===== src/rtl/sprite_line_fetch.sv =====
// sprite_line_fetch
//   Reads one sprite row from the sprite RAM read port into a line buffer
//   during horizontal blanking. During the active region it produces
//   registered, transparency-keyed sprite pixels for the colour mixer.
//
//   Ports
//     clk            pixel/system clock (shared with RAM port 2)
//     reset_n        asynchronous active-low reset
//     line_start     1-cycle pulse at hblank start, precedes line next_y
//     next_y         line about to be displayed          (sampled on line_start)
//     draw_x         current pixel column in the active region
//     sprite_x/_y    sprite top-left corner              (sampled on line_start)
//     frame_sel      animation frame                     (sampled on line_start)
//     sprite_en      sprite visible                      (sampled on line_start)
//     mirror_x       horizontal mirror, only with SPRITE_MIRROR_EN defined
//     ram_address    RAM word address (registered)
//     ram_chipselect RAM chipselect (registered)
//     ram_readdata   RAM data, valid 1 cycle after the address
//     pixel_valid    pixel_rgb is to be drawn
//     pixel_rgb      sprite colour for draw_x of the previous cycle
//     busy           fetch in progress
//
//   Build option: define SPRITE_MIRROR_EN to add the mirror_x input.
module sprite_line_fetch #(
   parameter int          SPRITE_W    = 32,
   parameter int          SPRITE_H    = 32,
   parameter int          FRAME_WORDS = 1024,
   parameter logic [15:0] TRANSPARENT = 16'hF81F
) (
   input  logic        clk,
   input  logic        reset_n,
   input  logic        line_start,
   input  logic [9:0]  next_y,
   input  logic [9:0]  draw_x,
   input  logic [9:0]  sprite_x,
   input  logic [9:0]  sprite_y,
   input  logic        frame_sel,
   input  logic        sprite_en,
`ifdef SPRITE_MIRROR_EN
   input  logic        mirror_x,
`endif
   output logic [10:0] ram_address,
   output logic        ram_chipselect,
   input  logic [15:0] ram_readdata,
   output logic        pixel_valid,
   output logic [15:0] pixel_rgb,
   output logic        busy
);

   localparam int IW = (SPRITE_W > 1) ? $clog2(SPRITE_W) : 1;

   typedef enum logic [1:0] {IDLE, FETCH, DRAIN, READY} state_t;

   state_t        state, state_nx;
   logic [IW-1:0] i, i_nx, i_d;
   logic          cap_en, cap_nx;
   logic          line_hit, line_hit_nx;
   logic [9:0]    x_lat;
   logic [10:0]   addr_nx;
   logic          cs_nx;
   logic [10:0]   row, base;
   logic          hit;
   logic [10:0]   col;
   logic          in_win;
   logic [IW-1:0] idx;
   logic [15:0]   rd;
   logic [15:0]   buffer [SPRITE_W];

`ifdef SPRITE_MIRROR_EN
   logic          mirror_lat;
`endif

   // Line evaluation and fetch sequencing
   always_comb begin
      row  = {1'b0, next_y} - {1'b0, sprite_y};
      hit  = sprite_en && !row[10] && (row < 11'(SPRITE_H));
      base = (frame_sel ? 11'(FRAME_WORDS) : '0) + row * 11'(SPRITE_W);

      state_nx    = state;
      i_nx        = i;
      line_hit_nx = line_hit;
      addr_nx     = ram_address;
      cs_nx       = ram_chipselect;
      cap_nx      = 1'b0;

      // line_start wins in every state, which also aborts a fetch in flight
      if (line_start) begin
         line_hit_nx = 1'b0;
         i_nx        = '0;
         if (hit) begin
            state_nx = FETCH;
            addr_nx  = base;
            cs_nx    = 1'b1;
         end else begin
            state_nx = IDLE;
            cs_nx    = 1'b0;
         end
      end else begin
         case (state)
            FETCH: begin
               // data for address i arrives next cycle, stored at i_d
               cap_nx = 1'b1;
               if (i == IW'(SPRITE_W - 1)) begin
                  state_nx = DRAIN;
                  cs_nx    = 1'b0;
               end else begin
                  i_nx    = i + 1'b1;
                  addr_nx = ram_address + 11'd1;
               end
            end
            DRAIN: begin
               state_nx    = READY;
               line_hit_nx = 1'b1;
            end
            default: ;
         endcase
      end

      busy = (state == FETCH) || (state == DRAIN);
   end

   always_ff @(posedge clk or negedge reset_n) begin
      if (!reset_n) begin
         state          <= IDLE;
         i              <= '0;
         i_d            <= '0;
         cap_en         <= 1'b0;
         line_hit       <= 1'b0;
         x_lat          <= '0;
         ram_address    <= '0;
         ram_chipselect <= 1'b0;
      end else begin
         state          <= state_nx;
         i              <= i_nx;
         i_d            <= i;
         cap_en         <= cap_nx;
         line_hit       <= line_hit_nx;
         ram_address    <= addr_nx;
         ram_chipselect <= cs_nx;
         if (line_start) x_lat <= sprite_x;
      end
   end

`ifdef SPRITE_MIRROR_EN
   always_ff @(posedge clk or negedge reset_n) begin
      if (!reset_n)        mirror_lat <= 1'b0;
      else if (line_start) mirror_lat <= mirror_x;
   end
`endif

   // Line buffer: no reset, contents only meaningful once READY
   always_ff @(posedge clk) begin
      if (cap_en) buffer[i_d] <= ram_readdata;
   end

   // Pixel path
   always_comb begin
      col    = {1'b0, draw_x} - {1'b0, x_lat};
      in_win = line_hit && !col[10] && (col < 11'(SPRITE_W));
`ifdef SPRITE_MIRROR_EN
      idx    = mirror_lat ? (IW'(SPRITE_W - 1) - col[IW-1:0]) : col[IW-1:0];
`else
      idx    = col[IW-1:0];
`endif
      rd     = buffer[idx];
   end

   always_ff @(posedge clk or negedge reset_n) begin
      if (!reset_n) begin
         pixel_valid <= 1'b0;
         pixel_rgb   <= '0;
      end else begin
         pixel_valid <= in_win && (rd != TRANSPARENT);
         pixel_rgb   <= in_win ? rd : '0;
      end
   end

endmodule

===== config.mk =====
export PLATFORM = sky130hd
export DESIGN_NAME = sprite_line_fetch
export DESIGN_NICKNAME = d
export VERILOG_FILES = /design/src/rtl/sprite_line_fetch.sv
export SDC_FILE = /design/constraint.sdc
export NUM_CORES = 1
export LEC_CHECK = 0
export BUFFER_PORTS_ARGS = -buffer_cell sky130_fd_sc_hd__buf_2
export CORE_MARGIN = 3
export CORE_UTILIZATION = 45
export DETAILED_ROUTE_END_ITERATION = 6
export PLACE_DENSITY = 0.69
export REMOVE_ABC_BUFFERS = 1
export SLEW_MARGIN = 0
export SYNTH_ARGS = -nofsm -noshare
export SYNTH_HDL_FRONTEND = slang
export SYNTH_SLANG_ARGS = --single-unit

===== constraint.sdc =====
create_clock -name clk -period 3.8 [get_ports clk]
set_input_delay 0.76 -clock clk [delete_from_list [all_inputs] [get_ports clk]]
set_output_delay 0.76 -clock clk [all_outputs]
set_load 0.02 [all_outputs]

Word-level counts from Yosys, hierarchy flattened
Memories as Yosys holds them, arrays and structs flattened.
Index checks and enable logic that the tools add are counted.
- flip-flop bits (word level): 53
- logic and storage cells: 64
- output and inout bits: 30
- RAM bits: 512
- memories: 1
- memory list (memory ; words ; width ; rd ports ; clocked after Yosys merged registers in ; wr ports ; RTL line ; source):
    buffer ; 32 ; 16 ; 1 ; 0 ; 1 ; 67 ; logic [15:0] buffer [SPRITE_W];
- equality and inequality tests: 7
- magnitude comparators: 2
- reduce and logical (&&, ||, !) cells: 16
- $add $sub $neg: 5
- mux-type cells: 23
- operator list (cell ; number):
    $mux W11 ; 5
    $lt A11 B6 Y1 const B ; 2
    $sub A10 B10 Y11 ; 2
    $mux W16 ; 1
    $ne A16 B16 Y1 const B ; 1
    $mux W5 ; 3
    $add A11 B1 Y11 const B ; 1
    $add A11 B11 Y11 ; 1
    $mux W1 ; 11
    $reduce_and A2 Y1 ; 3
    $reduce_bool A2 Y1 ; 3
    $add A5 B1 Y5 const B ; 1
    $eq A5 B5 Y1 const B ; 1
    $logic_and A1 B1 Y1 ; 5
    $mux W2 ; 2
    $pmux W2 S2 ; 1
    $ne A3 B3 Y1 const B ; 1
    $reduce_and A3 Y1 ; 1
    $reduce_bool A3 Y1 ; 1
    $eq A2 B1 Y1 const B ; 1
    $eq A2 B2 Y1 const B ; 1
    $logic_not A1 Y1 ; 2
    $ne A2 B1 Y1 const B ; 1
    $ne A2 B2 Y1 const B ; 1
    $logic_or A1 B1 Y1 ; 1

Logic depth before layout (Yosys ltp)
- depth after elaboration: 6
- gate-level depth with buffers: 15
- gate-level depth less buffers: 13

Worst setup path before layout
OpenSTA, ideal clock, no wires.
- path kind: in2reg
- start: input draw_x[0]
- end: register pixel_valid
- stages on the path: 13
- data arrival time: 3.267 ns
- slack: 0.400 ns
- path buffers: 3
- cell sequence: inv_1 > ha_1 > fa_1 > buf_2 > clkbuf_1 > clkbuf_1 > mux4_2 > nand2_1 > nand3_1 > nand3_1 > nand2_1 > nor4_1 > a31oi_1
- longest elaborated chain between the ends: 5
- RTL lines (item ; RTL line ; source):
    start, declared ; 34 ; input logic [9:0] draw_x,
    $sub A10 B10 Y11 * ; 158 ; col = {1'b0, draw_x} - {1'b0, x_lat};
    parallel branches: the longest is 3 deep, another holds $mem_v2 Z32 W16 ; n/a ;
    $logic_and A1 B1 Y1 * ; 173 ; pixel_valid <= in_win && (rd != TRANSPARENT);
    end signal, assigned ; 173 ;
    end, declared ; 45 ; output logic pixel_valid,
Every way passes the cells marked *.
A chain may end at the register's enable or synchronous reset.

Worst setup path in the final report
- start: register x_lat[0]
- end: register pixel_valid
- longest elaborated chain between the ends: 5
- RTL lines (item ; RTL line ; source):
    start, declared ; 58 ; logic [9:0] x_lat;
    start signal, assigned ; 140 ; if (line_start) x_lat <= sprite_x;
    $sub A10 B10 Y11 * ; 158 ;
    parallel branches: the longest is 3 deep, another holds $mem_v2 Z32 W16 ; n/a ;
    $logic_and A1 B1 Y1 * ; 173 ;
Marks and branches as above.

==> flow_summary.html <==
<table>
<tr><th>Metric</th><th>Value</th></tr>
<tr><th colspan="2">Status</th></tr>
<tr><td>Result of the run</td><td>finished clean</td></tr>
<tr><th colspan="2">Logic synthesis</th></tr>
<tr><td>Average footprint of a synthesized cell</td><td>roughly 18 um^2</td></tr>
<tr><td>Seq/Total Area, Yosys</td><td>approximately three quarters</td></tr>
<tr><td>Post-Synthesis Cell Area</td><td>about 23000 um^2</td></tr>
<tr><td>Synth Register Bits</td><td>565</td></tr>
<tr><td>Share of async-settable or async-resettable flops after synthesis</td><td>9.38%</td></tr>
<tr><td>Number of warnings reported in the yosys synthesis log</td><td>0</td></tr>
<tr><td>Top-area cell type share of the netlist area</td><td>67.7%</td></tr>
<tr><td>Number of distinct standard cells referenced by the synthesized netlist</td><td>57</td></tr>
<tr><td>EDFF count, synth</td><td>512</td></tr>
<tr><td>Biggest area contributors in the synthesized netlist</td><td>sky130_fd_sc_hd__edfxtp_1 68%, sky130_fd_sc_hd__mux4_2 13%, sky130_fd_sc_hd__dfrtp_1 5.8%, sky130_fd_sc_hd__nand2_1 2.1%, sky130_fd_sc_hd__ha_1 1.4%</td></tr>
<tr><td>Number of cells produced by synthesis</td><td>between 1k and 1.5k</td></tr>
<tr><td>Most common flop cell mapped by yosys</td><td>sky130_fd_sc_hd__edfxtp_1</td></tr>
<tr><td>Dominant cell type by area after synthesis</td><td>sky130_fd_sc_hd__edfxtp_1</td></tr>
<tr><th colspan="2">GRT</th></tr>
<tr><td>Maximum number of pins on one net before global-route repair</td><td>between 50 and 60</td></tr>
<tr><td>Initial antenna violation count</td><td>0</td></tr>
<tr><td>Overflow left after global routing</td><td>0</td></tr>
<tr><td>First-pass GRT wire length</td><td>between 70 and 80 mm</td></tr>
<tr><td>Vias in the first global route</td><td>12.7k</td></tr>
<tr><td>GR Util All Layers</td><td>19.6%</td></tr>
<tr><th colspan="2">Clock network</th></tr>
<tr><td>CTS tree</td><td>built</td></tr>
<tr><td># hold bufs at CTS</td><td>0</td></tr>
<tr><td>Clk root buf</td><td>sky130_fd_sc_hd__clkbuf_16</td></tr>
<tr><td>H-tree depth reported by CTS</td><td>2</td></tr>
<tr><td>Number of clock sinks seen by CTS</td><td>roughly 570</td></tr>
<tr><td>Worst-skew pair later-pin latency</td><td>approximately 600 ps</td></tr>
<tr><td>Maximum buffer depth of the clock tree</td><td>3</td></tr>
<tr><td>Clock transition at the register clock pins on the worst setup and hold paths after CTS</td><td>approximately 60 ps</td></tr>
<tr><td>Number of instances resized during post-cts repair</td><td>0</td></tr>
<tr><td>Clock buffers created by TritonCTS</td><td>55</td></tr>
<tr><td>Post-CTS Repair Setup Buffers</td><td>0</td></tr>
<tr><th colspan="2">Pwr</th></tr>
<tr><td>Internal power consumption</td><td>~11 mW</td></tr>
<tr><td>Static Leakage</td><td>~9.2 nW</td></tr>
<tr><td>Net switching fraction of the power</td><td>24.7%</td></tr>
<tr><td>Final Total Pwr</td><td>14.4 mW</td></tr>
<tr><td>Sequential share of power</td><td>47.6%</td></tr>
<tr><td>Relative contribution of the clock network to total power</td><td>a little over a third</td></tr>
<tr><td>Worst ir drop on vdd</td><td>333 uV</td></tr>
<tr><td>Total power divided by cell area</td><td>approximately 550 nW/um^2</td></tr>
<tr><td>NetSw</td><td>3.56 mW</td></tr>
<tr><td>Combinational Power Share</td><td>15.7%</td></tr>
<tr><th colspan="2">Placement</th></tr>
<tr><td>Total of buffers placed on input and output ports</td><td>90</td></tr>
<tr><td>HPWL after detailed placement</td><td>about 31 mm</td></tr>
<tr><td>Placed Instance Area</td><td>24600 um^2</td></tr>
<tr><td>Cells after DPL</td><td>slightly above 2k</td></tr>
<tr><td>Placer Congestion</td><td>around 0.9</td></tr>
<tr><td>Placement-stage worst setup slack</td><td>-34.1 ps</td></tr>
<tr><th colspan="2">Route</th></tr>
<tr><td>Total number of vias</td><td>roughly 12k</td></tr>
<tr><td>DR DRC count</td><td>0</td></tr>
<tr><td>Total wire length after detailed routing</td><td>51.5 mm</td></tr>
<tr><td>Vias per std cell</td><td>~5.8</td></tr>
<tr><td>Number of search-and-repair iterations in the first detailed-routing pass</td><td>7</td></tr>
<tr><td>Number of design-rule violations left by the first detailed-router iteration</td><td>1221</td></tr>
<tr><td>Detail Route Antenna Nets</td><td>0</td></tr>
<tr><td>Average wire length per cell after detail routing</td><td>24.1 um</td></tr>
<tr><th colspan="2">STA</th></tr>
<tr><td>Final Hold Violating Endpoints</td><td>0</td></tr>
<tr><td>Final critical-path share of the clock period</td><td>90.9%</td></tr>
<tr><td>Final min period</td><td>around 3500 ps</td></tr>
<tr><td>Accumulated negative setup slack</td><td>0 ps</td></tr>
<tr><td>Remaining max-slew budget at the tightest pin</td><td>around 45%</td></tr>
<tr><td>Max Slew Vio Count</td><td>0</td></tr>
<tr><td>RSZ-0062 raised after global routing</td><td>false</td></tr>
<tr><td>Post-route worst setup slack</td><td>348 ps</td></tr>
<tr><td>Final hold slack</td><td>between 100 and 150 ps</td></tr>
<tr><td>Final count of negative-setup-slack endpoints</td><td>0</td></tr>
<tr><td>Final setup skew</td><td>22.5 ps</td></tr>
<tr><td>Worst Max-Slew Pin Slew</td><td>about 800 ps</td></tr>
<tr><td>Highest Clock Rate</td><td>290 MHz</td></tr>
<tr><th colspan="2">Cells and area</th></tr>
<tr><td>Post-route cell area</td><td>between 20000 and 30000 um^2</td></tr>
<tr><td>Final instance count without filler cells</td><td>between 2k and 2.5k</td></tr>
<tr><td>Most frequent standard cell in the layout excluding fill and tap cells</td><td>sky130_fd_sc_hd__edfxtp_1</td></tr>
<tr><td>Fraction of final layout cells with drive strength greater than 1</td><td>a little over a quarter</td></tr>
<tr><td>Utilization after layout</td><td>a little over half</td></tr>
<tr><td>Commonest non-fill, non-tap cells in the layout</td><td>512 x sky130_fd_sc_hd__edfxtp_1, 129 x sky130_fd_sc_hd__mux4_2, 127 x sky130_fd_sc_hd__nand2_1</td></tr>
<tr><td>Diodes inserted</td><td>0</td></tr>
<tr><td>Count of nets after finishing</td><td>1515</td></tr>
<tr><td>Layout overhead on the synthesized area</td><td>16.1%</td></tr>
<tr><th colspan="2">Critical path</th></tr>
<tr><td>Cells on worst reg2reg path</td><td>11</td></tr>
<tr><td>Critical path's slowest cell</td><td>sky130_fd_sc_hd__fa_4</td></tr>
<tr><td>CP startpoint</td><td>x_lat[0]$_DFFE_PN0P_</td></tr>
<tr><td>Slowest stage delay, CP</td><td>between 800 and 900 ps</td></tr>
<tr><td>Required time reported for the critical path endpoint</td><td>4260 ps</td></tr>
<tr><td>Critical path startpoint category</td><td>flip-flop</td></tr>
<tr><td>Arrival time worst endpoint</td><td>slightly below 4000 ps</td></tr>
<tr><td>Cells along the critical path</td><td>ha_4 &gt; fa_4 &gt; buf_12 &gt; buf_4 &gt; mux4_2 &gt; mux2i_1 &gt; a32oi_1 &gt; nand3_1 &gt; nand2b_1 &gt; nor4_1 &gt; a31oi_1</td></tr>
<tr><td>Endpoint type of the worst setup path</td><td>flip-flop</td></tr>
<tr><td>Largest driver fanout on the critical path</td><td>13</td></tr>
<tr><td>Critical register-to-register path startpoint</td><td>x_lat[0]$_DFFE_PN0P_</td></tr>
<tr><td>Capture instance of the worst register-to-register path</td><td>pixel_valid$_DFF_PN0_</td></tr>
<tr><td>Category of the most critical setup path</td><td>reg2reg</td></tr>
<tr><td>Worst reg-to-reg setup slack</td><td>350 ps</td></tr>
<tr><th colspan="2">Min path</th></tr>
<tr><td>HP Class</td><td>in2async</td></tr>
<tr><th colspan="2">Floorplan</th></tr>
<tr><td>Die span in x</td><td>around 230 um</td></tr>
<tr><td>Number of placement rows</td><td>about 80</td></tr>
<tr><td>Die footprint</td><td>between 50000 and 60000 um^2</td></tr>
<tr><td>Core ar.</td><td>about 49000 um^2</td></tr>
<tr><td>Vertical extent of the die</td><td>between 200 and 250 um</td></tr>
<tr><td>Starting Density</td><td>a little under half</td></tr>
<tr><td>Top-Level Pins</td><td>91</td></tr>
<tr><th colspan="2">Run</th></tr>
<tr><td>Max-cap violation count</td><td>0</td></tr>
</table>
[metal layers]
| metal | up-vias | wire length [um] | GRT usage [%] |
|---|---|---|---|
| li1 | 5311 | - | - |
| met1 | 6350 | 21800 | 28.1 |
| met5 | - | 0 | 0 |
| met2 | 530 | 24100 | 30.5 |
| met3 | 92 | 4030 | 3.55 |
| met4 | 0 | 1620 | 7.13 |
[registers in the layout (all words and copies together) (netlist names)]
| signal | flops |
|---|---|
| buffer | 512 |
| pixel_rgb | 16 |
| ram_address | 11 |
| x_lat | 10 |
| i | 5 |
| i_d | 5 |
| state | 2 |
| cap_en | 1 |
| line_hit | 1 |
| pixel_valid | 1 |
| ram_chipselect | 1 |
[power groups by stage]
stage	Sequential (mW)	Clock [mW]	Combinational [mW]
after floorplan	7.02	0	1.42
after global placement	6.99	0	2.24
after detailed placement	7.00	0	2.26
after CTS	6.87	5.38	2.28
after global routing	6.87	5.65	2.43
final	6.87	5.28	2.27
[kinds of logic (layout without fill, tap and decap cells)]
family          count (synthesis)  in the layout  share of synthesized area [%]
compound gates                 90             90                           2.81
xor+xnor                       16             16                          0.617
fa+ha+maj                      27             27                           1.55
buf+inv                        82            306                           1.54
flops                         565            565                           73.5
mux                           149            149                           13.7
simple gates                  318            318                           6.29
[final cells by class]
cell class                 count  area [um^2]
tap                          664          831
multi-input combinational    600         5720
inverter                      30          113
sequential                   565        16700
clock buffer                  80         1520
fill                        3899        23100
clock inverter                21          241
timing repair buffer         175         1260
[synthesized netlist by cell type (3+ instances only)]
library cell / number
sky130_fd_sc_hd__nor2b_1: 3
sky130_fd_sc_hd__buf_4: 3
sky130_fd_sc_hd__o211ai_1: 4
sky130_fd_sc_hd__buf_2: 19
sky130_fd_sc_hd__inv_1: 30
sky130_fd_sc_hd__nand4_1: 4
sky130_fd_sc_hd__xnor2_1: 7
sky130_fd_sc_hd__mux2i_1: 17
sky130_fd_sc_hd__a32oi_1: 15
sky130_fd_sc_hd__a31oi_1: 7
sky130_fd_sc_hd__nor3_1: 14
sky130_fd_sc_hd__nor2_1: 76
sky130_fd_sc_hd__edfxtp_1: 512
sky130_fd_sc_hd__nand3b_1: 7
sky130_fd_sc_hd__or3_1: 5
sky130_fd_sc_hd__o21ai_0: 20
sky130_fd_sc_hd__a21o_1: 8
sky130_fd_sc_hd__or3b_2: 3
sky130_fd_sc_hd__xor2_1: 9
sky130_fd_sc_hd__mux2_2: 3
sky130_fd_sc_hd__nand2b_1: 8
sky130_fd_sc_hd__clkbuf_1: 27
sky130_fd_sc_hd__nand2_1: 127
sky130_fd_sc_hd__a21oi_1: 14
sky130_fd_sc_hd__ha_1: 25
sky130_fd_sc_hd__mux4_2: 129
sky130_fd_sc_hd__o21a_1: 3
sky130_fd_sc_hd__nand3_1: 56
sky130_fd_sc_hd__dfrtp_1: 53
sky130_fd_sc_hd__and3_1: 4
[how the worst max path moves through the flow]
stage | slack [ps] | cells after the start | to
2_1_floorplan | -3530 | 9 | pixel_valid$_DFF_PN0_
4_1_cts | 360 | 11 | pixel_valid$_DFF_PN0_
3_5_place_dp | -30 | 13 | pixel_valid$_DFF_PN0_
6_report | 350 | 11 | pixel_valid$_DFF_PN0_
3_3_place_gp | -50 | 13 | pixel_valid$_DFF_PN0_
5_1_grt | 300 | 11 | pixel_valid$_DFF_PN0_
[worst max-delay path, delay by kind of cell (launching register included)]
family	cells	cell delay, ps
AO/OA/AOI/OAI	2	560
adder cells (fa/ha/maj)	2	1050
buffers and inverters	2	340
flip-flops	1	400
multiplexers	2	330
AND/OR/NAND/NOR	3	620
Power figures use the tool's default switching activity.
